--- config.mk ---
export PLATFORM = sky130hd
export DESIGN_NAME = scene_compositor
export DESIGN_NICKNAME = d
export VERILOG_FILES = /design/src/rtl/scene_compositor.sv
export SDC_FILE = /design/constraint.sdc
export NUM_CORES = 1
export LEC_CHECK = 0
export CAP_MARGIN = 20
export CORE_ASPECT_RATIO = 0.6
export CORE_MARGIN = 2
export CORE_UTILIZATION = 39
export CTS_CLUSTER_DIAMETER = 150
export DETAILED_ROUTE_END_ITERATION = 16
export PLACE_DENSITY = 0.81
export SETUP_SLACK_MARGIN = 0.1
export SYNTH_ARGS = -nofsm -noshare
export SYNTH_HDL_FRONTEND = slang
export SYNTH_SLANG_ARGS = --single-unit
--- constraint.sdc ---
create_clock -name pixel_clk -period 1.6 [get_ports pixel_clk]
set_clock_uncertainty 0.05 [all_clocks]
set_input_delay 0.48 -clock pixel_clk [delete_from_list [all_inputs] [get_ports pixel_clk]]
set_output_delay 0.48 -clock pixel_clk [all_outputs]
set_load 0.1 [all_outputs]
--- src/rtl/scene_compositor.sv ---
// rtl/scene_compositor.sv - layer compositor with overlap flags and RUN/OVER game-state sequencer
module scene_compositor #(
    parameter int          NUM_LAYERS     = 4,
    parameter int          BLEND_MODE     = 0,
    parameter int          OVERLAY_FRAMES = 120,
    parameter logic [23:0] BG_COLOR       = 24'h000000,
    parameter logic [23:0] OVERLAY_COLOR  = 24'hFF0000
) (
    input  logic                       pixel_clk,
    input  logic                       rst,
    input  logic                       fsync,
    input  logic                       active,
    input  logic [NUM_LAYERS-1:0]      layer_active,
    input  logic [24*NUM_LAYERS-1:0]   layer_pixel,
    input  logic                       end_req,
    output logic [23:0]                pix_out,
    output logic                       active_out,
    output logic                       fsync_out,
    output logic                       game_over,
    output logic [NUM_LAYERS-1:0]      overlap
);

    localparam int CW = $clog2(OVERLAY_FRAMES + 1);
    localparam logic [NUM_LAYERS-1:0] LAYER_ONE = NUM_LAYERS'(1);

    typedef enum logic {
        RUN  = 1'b0,
        OVER = 1'b1
    } state_t;

    state_t                state;
    logic [CW-1:0]         frame_cnt;

    logic [23:0]           merged;
    logic                  any_layer;
    logic                  multi_layer;
    logic [NUM_LAYERS-1:0] contrib;
    logic [NUM_LAYERS-1:0] acc;

    logic [23:0]           s1_pix;
    logic                  s1_any;
    logic                  s1_active;
    logic                  s1_fsync;
    logic                  s1_over;

    // Merge the active layers: lowest index wins, or OR of all active layers
    always_comb begin
        merged = '0;
        if (BLEND_MODE == 0) begin
            for (int i = NUM_LAYERS - 1; i >= 0; i--) begin
                if (layer_active[i]) begin
                    merged = layer_pixel[24*i +: 24];
                end
            end
        end else begin
            for (int i = 0; i < NUM_LAYERS; i++) begin
                if (layer_active[i]) begin
                    merged = merged | layer_pixel[24*i +: 24];
                end
            end
        end
    end

    // Overlap detection: clearing the lowest set bit leaves something only when two or more bits are set
    always_comb begin
        any_layer   = |layer_active;
        multi_layer = |(layer_active & (layer_active - LAYER_ONE));
        contrib     = (active && multi_layer) ? layer_active : '0;
    end

    // Stage 1: register the merge result together with the qualifiers and the state it was seen in
    always_ff @(posedge pixel_clk) begin
        if (rst) begin
            s1_pix    <= '0;
            s1_any    <= 1'b0;
            s1_active <= 1'b0;
            s1_fsync  <= 1'b0;
            s1_over   <= 1'b0;
        end else begin
            s1_pix    <= merged;
            s1_any    <= any_layer;
            s1_active <= active;
            s1_fsync  <= fsync;
            s1_over   <= (state == OVER);
        end
    end

    // Stage 2: choose black, overlay, background or merged colour
    always_ff @(posedge pixel_clk) begin
        if (rst) begin
            pix_out    <= '0;
            active_out <= 1'b0;
            fsync_out  <= 1'b0;
        end else begin
            active_out <= s1_active;
            fsync_out  <= s1_fsync;
            if (!s1_active) begin
                pix_out <= 24'h000000;
            end else if (s1_over) begin
                pix_out <= OVERLAY_COLOR;
            end else if (s1_any) begin
                pix_out <= s1_pix;
            end else begin
                pix_out <= BG_COLOR;
            end
        end
    end

    // Per-frame overlap accumulator; the fsync cycle publishes the old frame and seeds the new one
    always_ff @(posedge pixel_clk) begin
        if (rst) begin
            acc     <= '0;
            overlap <= '0;
        end else if (fsync) begin
            overlap <= acc;
            acc     <= contrib;
        end else begin
            acc     <= acc | contrib;
        end
    end

    // RUN/OVER sequencer: end_req enters OVER, OVERLAY_FRAMES fsyncs later back to RUN
    always_ff @(posedge pixel_clk) begin
        if (rst) begin
            state     <= RUN;
            frame_cnt <= '0;
            game_over <= 1'b0;
        end else begin
            case (state)
                RUN: begin
                    if (end_req) begin
                        state     <= OVER;
                        frame_cnt <= '0;
                        game_over <= 1'b1;
                    end
                end
                OVER: begin
                    if (fsync) begin
                        if (frame_cnt == CW'(OVERLAY_FRAMES - 1)) begin
                            state     <= RUN;
                            frame_cnt <= '0;
                            game_over <= 1'b0;
                        end else begin
                            frame_cnt <= frame_cnt + CW'(1);
                        end
                    end
                end
                default: begin
                    state     <= RUN;
                    frame_cnt <= '0;
                    game_over <= 1'b0;
                end
            endcase
        end
    end

endmodule
Word-level counts from Yosys, hierarchy flattened
Index checks and enable logic that the tools add are counted.
{ "op_classes": {"n_addsub": 2, "multipliers": 0, "div": 0, "magnitude_cmp": 0, "n_eq_ne": 4, "shifts": 0, "mux": 20, "bitwise_logic": 5, "n_reduce_logical": 7} }
{ "ops": {"columns": ["op", "count"], "rows": [
  ["24-bit two-way mux", 6],
  ["7-bit two-way mux", 3],
  ["7-bit one-hot mux with 2 select lines", 1],
  ["4-bit OR reduction", 3],
  ["4-bit two-way mux", 2],
  ["7-bit by 1-bit adder with 7-bit output, second input constant", 1],
  ["7-bit equality test, second input constant", 1],
  ["1-bit two-way mux", 6],
  ["4-bit bitwise AND", 1],
  ["2-bit inequality test, second input constant", 2],
  ["4-bit bitwise OR", 1],
  ["1-bit one-hot mux with 2 select lines", 2],
  ["4-bit by 1-bit subtractor with 4-bit output, second input constant", 1],
  ["1-bit inverter", 3],
  ["3-bit AND reduction", 1],
  ["2-bit by 1-bit inequality test with 1-bit output, second input constant", 1],
  ["2-bit AND reduction", 1],
  ["2-bit OR reduction", 1],
  ["1-bit logical AND", 1]
]} }
{ "totals": {"reg_bits": 71, "latchBits": 0, "ramBits": 0, "rom_bits": 0, "inputBits": 105, "out_inout_bits": 31, "wordCells": 52, "memories": 0} }

Longest topological paths before layout
{ "depth": {"word_depth": 7, "depth_mapped": 5, "mapped_depth_nobuf": 5} }

Worst setup path after synthesis
No wires, ideal clock.
{ "synth_timing": {"kind": "register to register", "from": "register frame_cnt[0]", "to": "register frame_cnt[3]", "setup_time_ns": 0.128, "t_arrival_ns": 1.279, "slack_ns": 0.144, "stages_incl_launch_ff": 6, "path_buffers": 0, "synth_period_minus_slack_ns": 1.456, "path_cell_list": "dfxtp_1 ha_1 nand4_1 or3b_4 a32oi_1 nor2_1"} }
{ "synth_between": {"elab_chain_cells": 4, "word_cells_on_any_way": 5, "cone_classes": "add/sub: 1; eq/ne: 1; mux: 3"} }
{ "synth_lines": {"columns": ["element", "line_no", "rtl"], "rows": [
  ["start: declaration", "32", "logic [CW-1:0] frame_cnt;"],
  ["start signal: assignment", "144", "frame_cnt <= frame_cnt + CW'(1);"],
  ["7-bit by 1-bit adder with 7-bit output / 7-bit equality test (equally long branches)", "144, 139", null],
  ["7-bit two-way mux *", "139", "if (frame_cnt == CW'(OVERLAY_FRAMES - 1)) begin"],
  ["7-bit two-way mux *", "138", "if (fsync) begin"],
  ["7-bit one-hot mux with 2 select lines *", "129", "case (state)"]
]} }
Every way passes the cells marked *; elsewhere a longest branch is shown, timed or not. The select of a mux whose other input is x is not followed.
A chain may end at the register's enable or synchronous reset.

Worst setup path after layout
Ends and elaborated chain as after synthesis.

==> impl_metrics.toml <==
[job]
drv_cap = 0

[logic_synthesis]
syn-num-nets = 379
synth.area.top_cells = "dfxtp_1, a221oi_1, o22ai_1"
synth_cells = 273
synth_mux_area_frac = 0.01950
yosysWarnings = 0
synth_xor_area_frac = 0
avgSynthCellArea_um2 = 9.638
synth_compound_area_frac = 0.2064
synth.largest_area_cell = "dfxtp_1"
synth_top_family_by_area = "compound AO/OA/AOI/OAI gates"
synth-simple-area-share = 0.1845
yosysSeqAreaShare = 0.5402
synth_top_cell_area_share = 0.5402
synth_fa_ha_area_frac = 0.004755
ys_ff_latch = 71
ys_types = 32
synth_area_um2 = 2631

[clocking]
cts_tree = "yes"
cts_max_path_buffers = 2
cts_hold_buf = 0
clkTransAtPathRegs_ns = 0.07
clk_latency_ns = 0.34
cts_buffers = 9
h-tree-depth = 3
root_buffer = "clkbuf_8"
cts.sinks = 71

[placement]
io_buffer_count = 135
pre_cts_ws_ns = -0.8216
place_area_um2 = 4431
gp_congestion = 0.8066
hpwlAfterDp_um = 6012

[finish]
final_area_um2 = 4933
diodes = 0
fill_cells = 429
drive_gt1_frac = 0.2553
post-route-util = 0.7486
syn_to_final_growth_pct = 87.49
nNetsFinal = 526

[power]
power_mw = 3.932
ir_drop_mv = 0.4057
leakage_nw = 1.888
pwr_density_cell_nw_per_um2 = 797.0

[setup_path]
timing.critical_path.fanout_max = 5
r2r_slack_ns = 0.08
worstReg2RegStart = "frame_cnt[0]"
required_ns = 1.76
worst_path_max_delay_cell = "or3b_4"
r2r_end = "frame_cnt[3]"
path_class = "flop to flop"
endpoint_kind = "flop"
crit_arrival_ns = 1.67
start_kind = "flop"
max_stage_delay_ns = 0.44
cp_cell_sequence = "ha_4 > nand4_1 > or3b_4 > a32oi_2 > nor2_1"
r2r_cells = 5

[timing]
fin_crit_sh = 0.9487
setup_tns_ns = 0
slew_viol_final = 0
max_freq_mhz = 658.8
worst_pin_slew_ns = 0.5274
setup_ws_ns = 0.08214
rsz0062_at_grt = "yes"
layout_min_cycle_time_ns = 1.518
hold_viol_final = 0
setup_viol = 0
slew_headroom = 0.6484

[global_route]
grt_first_pass_wirelength_um = 12880
grt_pass1_vias = 2547
grt_start_max_net_pins = 47
grt_use_total = 0.2366
antenna_found_initial = 0
grt_overflow_total = 0

[route]
ant_nets = 0
vias = 2748
routedWlPerCell_um = 18.26
wirelength_um = 9314
drc = 0
drt_iter0_drc = 121
viasPerCell = 5.388
drtPass1Iterations = 4

[floorplanning]
row_count = 23
io_pins = 136
coreArea_um2 = 6590
die_h_um = 67.63
start_util = 0.3993
dieArea_um2 = 7441
fp.dieW_um = 110.0

[min_path]
hold_path_class = "flop to flop"
holdPathStages = 1
worstHoldEndpoint = "pix_out[6]"
min-delay-start = "s1_pix[6]"

[run_status]
status = "completed"
[through the flow]
step	hold WS (ns)	instances
after detailed placement	0.3614	486
final	0.3740	510
after global routing	0.3873	510
after floorplan	0.3557	273
after CTS	0.3744	506
after global placement	0.3583	486
[metal layers]
layer / part of all wire / vias to the layer above / routed length [um] / track usage
li1: - / 1302 / - / -
met4: 0.015 / 0 / 136 / 0.05696
met3: 0.11 / 14 / 996 / 0.07625
met5: 0 / - / 0 / 0
met2: 0.47 / 153 / 4343 / 0.3949
met1: 0.41 / 1279 / 3839 / 0.2994
[power breakdown]
part / internal (mW) / switching (mW) / leakage, nW
sequential: 1.85 / 0.0425 / 0.584
combinational: 0.433 / 0.386 / 1.22
clock: 0.629 / 0.595 / 0.0854
[area by class of cell]
| class | count | area (um^2) | share of cell area |
|---|---|---|---|
| repair buffers | 159 | 1902 | 0.3855 |
| flip-flops and latches | 71 | 1424 | 0.2886 |
| multi-input cells | 176 | 1324 | 0.2683 |
| clock buffers | 13 | 158.9 | 0.03221 |
| well taps | 87 | 108.9 | 0.02206 |
| inverters | 3 | 11.26 | 0.002283 |
| clock inverters | 1 | 5.005 | 0.001014 |
[synth_stat cells (all sizes together)]
cell / n
nand3b: 1
o311ai: 2
o22ai: 24
mux2: 1
a32oi: 1
o211ai: 2
or2: 1
and2: 17
nor2b: 5
ha: 1
dfxtp: 71
buf: 11
nor2: 22
or3b: 1
a31oi: 1
mux2i: 4
nand4: 2
a22oi: 1
a221oi: 24
o21ai: 3
nand2: 4
inv: 3
o31a: 1
nand3: 4
clkbuf: 13
nor3b: 1
and3: 1
a21oi: 17
a311oi: 2
nand2b: 6
nor3: 26
[worst max-delay path, delay by kind of cell (launching register included)]
kind,cells,cell delay [ns]
adders and majority gates,1,0.13
AOI/OAI and AO/OA,1,0.21
and+or+nand+nor,3,0.64
DFF,1,0.36
[worst max-delay path by stage]
| stage | startpoint | end | depth (start not counted) | slack, ns |
|---|---|---|---|---|
| after global routing | frame_cnt[0] | game_over | 5 | 0.02 |
| after global placement | layer_active[3] | s1_pix[16] | 4 | -0.78 |
| after detailed placement | layer_active[3] | s1_pix[10] | 4 | -0.82 |
| after floorplan | frame_cnt[0] | frame_cnt[3] | 5 | 0.14 |
| final | frame_cnt[0] | frame_cnt[3] | 5 | 0.08 |
| after CTS | layer_active[1] | s1_pix[10] | 5 | 0.07 |
[cells in the final DEF, fill, tap and decap left out, types with 2 or more instances in the layout]
master	n
nor3_1	25
inv_1	3
dlygate4sd2_1	3
dfxtp_2	2
nand2b_1	6
o21ai_0	2
o211ai_1	2
o311ai_0	2
nor2b_1	4
clkbuf_8	11
nand3_1	4
nor2b_4	2
a221oi_1	4
o22ai_2	4
o22ai_1	20
a21oi_1	17
clkbuf_1	2
nor2_1	21
buf_12	34
buf_6	3
a311oi_1	2
nand2_2	2
and2_1	16
nand2_1	2
buf_4	17
mux2i_1	4
a221oi_2	18
dfxtp_1	69
clkdlybuf4s50_1	99
a221oi_4	2
nand4_1	2
[registers in the layout, summed over array words and instances, names as in the netlist]
| register | count |
|---|---|
| s1_fsync | 1 |
| s1_over | 1 |
| s1_active | 1 |
| frame_cnt | 7 |
| s1_any | 1 |
| pix_out | 24 |
| fsync_out | 1 |
| game_over | 1 |
| overlap | 4 |
| state | 1 |
| s1_pix | 24 |
| active_out | 1 |
| acc | 4 |
[repair_timing]
item                                    4_1_cts  5_1_grt
endpoints found under the setup margin       29       27
cloned                                        1        2
buffers inserted                              5        2
resized for setup                            14       36
pin swaps                                     4        3
endpoints found under the hold margin         0        0
[cells by family after synthesis]
family,after synthesis
compound gates,78
simple gates,91
flops,71
mux,5
buf+inv,27
fa+ha+maj,1
Power figures use the tool's default switching activity.
==> patch 1, RTL diff (same flow settings) <==
Put one more register stage on the output `pix_out`, cleared by the reset. The value now appears one clock later. The other outputs are not delayed to match.
--- a/src/rtl/scene_compositor.sv
+++ b/src/rtl/scene_compositor.sv
@@ -29,2 +29,4 @@
     } state_t;
+
+    logic [23:0] pix_s0;
 
@@ -90,3 +92,3 @@
         if (rst) begin
-            pix_out    <= '0;
+            pix_s0     <= '0;
             active_out <= 1'b0;
@@ -97,9 +99,9 @@
             if (!s1_active) begin
-                pix_out <= 24'h000000;
+                pix_s0 <= 24'h000000;
             end else if (s1_over) begin
-                pix_out <= OVERLAY_COLOR;
+                pix_s0 <= OVERLAY_COLOR;
             end else if (s1_any) begin
-                pix_out <= s1_pix;
+                pix_s0 <= s1_pix;
             end else begin
-                pix_out <= BG_COLOR;
+                pix_s0 <= BG_COLOR;
             end
@@ -156,2 +158,10 @@
 
+    always_ff @(posedge pixel_clk) begin
+        if (rst) begin
+            pix_out <= '0;
+        end else begin
+            pix_out <= pix_s0;
+        end
+    end
+
 endmodule
Function: changed (Yosys sat finds a counterexample within 4 cycles, from zero or initial values and one cycle with rst high).
==> patch 1 against the unedited design <==
  * Area after synthesis rose by 26%
  * Routed wire length rose by 5.3%
  * Maximum frequency rose by 3.6%
  * Count of clock-buffer cells in the layout fell by 4
  * Power rose by 32%
  * Sequential share of layout area rose by 5.2 points
  * Sequential cell count rose by 24
  * Worst setup slack improved by 0.053 ns
  * Core utilization fell by 5.2 points
  * Die area rose by 24%
  * Highest routed layer unchanged
  * Final cell count rose by 13%
  * Final area rose by 14%
==> patch 1: results (changes against the unedited design) <==
[status]
outcome = complete, no violations

[logic_synthesis]
synth_fa_ha_area_share_pct = 0.378  ; -0.097 points
netlist.area_leader.share_pct = 57.5  ; +3.5 points
synthTopCellsByArea = dfxtp_1 (58%), a221oi_1 (6.4%), nor2b_1 (5.5%), o22ai_1 (4.5%), nor3_1 (3.9%)
synth_commonest_cells = dfxtp_1 (95), nor2b_1 (29), nor3_1 (26), a221oi_1 (24), o22ai_1 (24)
ys_seq_area_share_pct = 57.5  ; +3.5 points
synth_mux_area_share_pct = 1.55  ; -0.40 points
netlist-cell-type-count = 36  ; +13%

[layout]
final_layout_size_suffix_gt1_share_pct = 21.6  ; -4.0 points
buffers = 155  ; -2.5%
clk_share_pct = 4.91  ; +1.6 points
nonClkBufAreaFrac_pct = 33.4  ; -5.2 points
multi_input_gates = 199  ; +13%
n_clock_buffer = 9  ; -4

[placed_design]
gp_congestion = 0.840  ; +4.1%

[worst_hold_path]
hp-start = s1_pix[2]
hold_end = pix_s0[2]

[clock_tree]
post_cts_buffers = 2  ; -3
cts_resized = 19  ; +5

[grt]
use_met2_pct = 34.4  ; -5.1 points
grt_util_met1_pct = 24.2  ; -5.7 points
grt_pass1_wl_mm = 14.0  ; +8.7%

[setup_path]
crit_arrival_ns = 1.64  ; -0.03 ns
r2r_slack_ns = 0.13  ; +0.05 ns

[power]
p_leak_nw = 2.14  ; +13%
switching_share_pct = 24.7  ; -1.3 points

[timing]
holdWs_ns = 0.376  ; +0.00158 ns

## patch 1: per-stage QoR
| step | utilization (%) | area [µm²] | cells | TNS, ns | power, mW |
|---|---|---|---|---|---|
| finish | 69.7 | 5600 | 576 | 0 | 5.20 |
| global route | 69.7 | 5600 | 576 | 0 | 5.40 |
| CTS | 68.8 | 5530 | 576 | 0 | 5.21 |
| detailed placement | 64.1 | 5150 | 558 | -10.94 | 3.25 |
| global placement | 64.1 | 5150 | 558 | -8.82 | 3.23 |
| floorplan | - | 3310 | 324 | 0 | 2.83 |
## patch 1: power by group through the flow
stage / logic, mW / clock network, mW / registers, mW
after floorplan: 0.227 / 0 / 2.61
after global placement: 0.687 / 0 / 2.54
after detailed placement: 0.703 / 0 / 2.55
after CTS: 0.733 / 1.99 / 2.49
after global routing: 0.796 / 2.11 / 2.50
final: 0.756 / 1.95 / 2.49
==> patch 2, RTL diff (same flow settings) <==
Made on the original files. The parameter `BLEND_MODE` goes from 0 to 1.
--- a/src/rtl/scene_compositor.sv
+++ b/src/rtl/scene_compositor.sv
@@ -3,3 +3,3 @@
     parameter int          NUM_LAYERS     = 4,
-    parameter int          BLEND_MODE     = 0,
+    parameter int          BLEND_MODE     = 1,
     parameter int          OVERLAY_FRAMES = 120,
Behaviour: not the same (Yosys sat finds a counterexample within 4 cycles, from zero or initial values and one cycle with rst high).
==> patch 2 against the unedited design <==
  * Worst setup slack improved by 0.018 ns
  * Sequential cell count unchanged
  * Final area decreased by 2.2%
  * Area after synthesis increased by 0.38%
  * Routed wire length fell by 13%
  * Hold slack lost 0.0045 ns
  * Power rose by 25%
==> patch 2: results (changes against the unedited design) <==
[clock_tree]
cts_root_buf = clkbuf_16
clk_latency_ns = 0.33
htree_levels = 3  ; unchanged
post_cts_buffers = 0  ; -5
cts_buffers = 9  ; unchanged

[drt]
dr.pass1.iters = 4  ; unchanged
routed_wl_mm = 8.14  ; -13%
wire_per_inst_um = 16.3  ; -11%
drtIter0Drc = 123  ; +1.7%
vias = 2626  ; -4.4%

[power]
switching_share_pct = 22.2  ; -3.8 points
pg_clk_mw = 2.27  ; +86%
seq_power_share_pct = 38.6  ; -9.4 points
finalPower_mw = 4.91  ; +25%
p_leak_nw = 1.87  ; -0.80%
peakVddDrop_mv = 0.666  ; +64%

[grt]
use_met2_pct = 38.7  ; -0.84 points
antenna_found_initial = 0  ; unchanged
grt_usage_pct = 22.2  ; -1.5 points
grt_pass1_vias = 2541  ; -0.24%
grt_use_met3_pct = 11.7  ; +4.1 points
grt_util_met1_pct = 24.0  ; -6.0 points
grt_max_degree = 47  ; unchanged
grt_pass1_wl_mm = 12.2  ; -5.3%

[timing]
setup_tns_ns = 0  ; unchanged
max-slew-margin-rel_pct = 66.3  ; +1.4 points

[layout]
final_layout_size_suffix_gt1_share_pct = 18.0  ; -7.5 points
top_regs = pix_out (24), s1_pix (24), frame_cnt (7)
n_antenna_cell = 0  ; unchanged
layout.nets = 513  ; -2.5%

[placed_design]
gp_congestion = 0.800  ; -0.78%
hpwl_mm = 5.97  ; -0.68%
port_buffers = 135  ; unchanged
dp.cells = 483  ; -0.62%
place_area_um2 = 4440  ; +0.17%
dpl_worst_slack_ns = -0.226  ; +0.596 ns

[logic_synthesis]
synth_commonest_cells = dfxtp_1 (71), a22oi_1 (49), a21oi_1 (42), nor2_1 (20), and2_1 (17)
netlist-cell-type-count = 34  ; +6.3%
syn-num-nets = 374  ; -1.3%
synth.avg_cell_area_um2 = 9.86  ; +2.3%
ys_seq_area_share_pct = 53.8  ; -0.20 points
synth-async-reset-ratio_pct = 0  ; unchanged
synthTopCellsByArea = dfxtp_1 (54%), a22oi_1 (14%), a21oi_1 (8.0%), and2_1 (4.0%), nor2_1 (2.8%)

[status]
outcome = complete, no violations

[setup_path]
crit_path_max_incr_delay_ns = 0.57  ; +0.13 ns
crit_slowest_cell = clkdlybuf4s50_1
crit_arrival_ns = 1.71  ; +0.04 ns
critPathMaxFanout = 5  ; unchanged

[worst_hold_path]
hold_class = reg -> reg

-- patch 2: changes by cell type in the layout (fill, tap and decap cells not counted), moves of 8 or more --
cell       delta
o22ai_1      -20
a21oi_1      +25
clkbuf_8     -10
a22oi_1      +48
nor3_1       -23
a221oi_2     -18
clkbuf_16     +8
-- patch 2: layout make-up --
| cell class | count | area [µm²] |
|---|---|---|
| clock inverter | 5 | 106 |
| clock buffer | 10 | 239 |
| timing repair buffer | 151 | 1810 |
| inverter | 1 | 3.75 |
| sequential | 71 | 1430 |
| tap | 87 | 109 |
| multi-input combinational | 173 | 1130 |
| fill | 480 | 1800 |
-- patch 2: layer usage --
metal | up-vias | part of all wire, %
met5 | - | 0
li1 | 1257 | -
met3 | 14 | 13
met2 | 125 | 48
met4 | 0 | 1.3
met1 | 1230 | 38
-- patch 2: path summary, 6_finish.rpt --
path,startpoint,end,slack [ns],cells past startpoint
max,fsync,frame_cnt[5],0.10,4
min,s1_pix[1],pix_out[1],0.37,1
max reg2reg,frame_cnt[0],frame_cnt[3],0.13,5
min reg2reg,s1_pix[1],pix_out[1],0.37,1
-- patch 2: cell families (layout without fill, tap and decap cells) --
family | Yosys count | count (layout) | share of synthesized area, %
buffers and inverters | 24 | 167 | 4.45
adders and majority gates | 1 | 1 | 0.474
muxes | 5 | 5 | 1.89
DFF | 71 | 71 | 53.8
and+or+nand+nor | 65 | 65 | 14.2
AOI/OAI and AO/OA | 102 | 102 | 25.2
-- patch 2: worst max-delay path, delay by kind of cell --
family          cells  cell delay (ns)
buf+inv             1             0.57
compound gates      2             0.47
simple gates        1             0.18
-- patch 2: repair_timing --
action                     CTS  global route
resized for setup            4             9
setup endpoints to repair    3             7
hold buffers                 0             0
pin swaps                    2             2
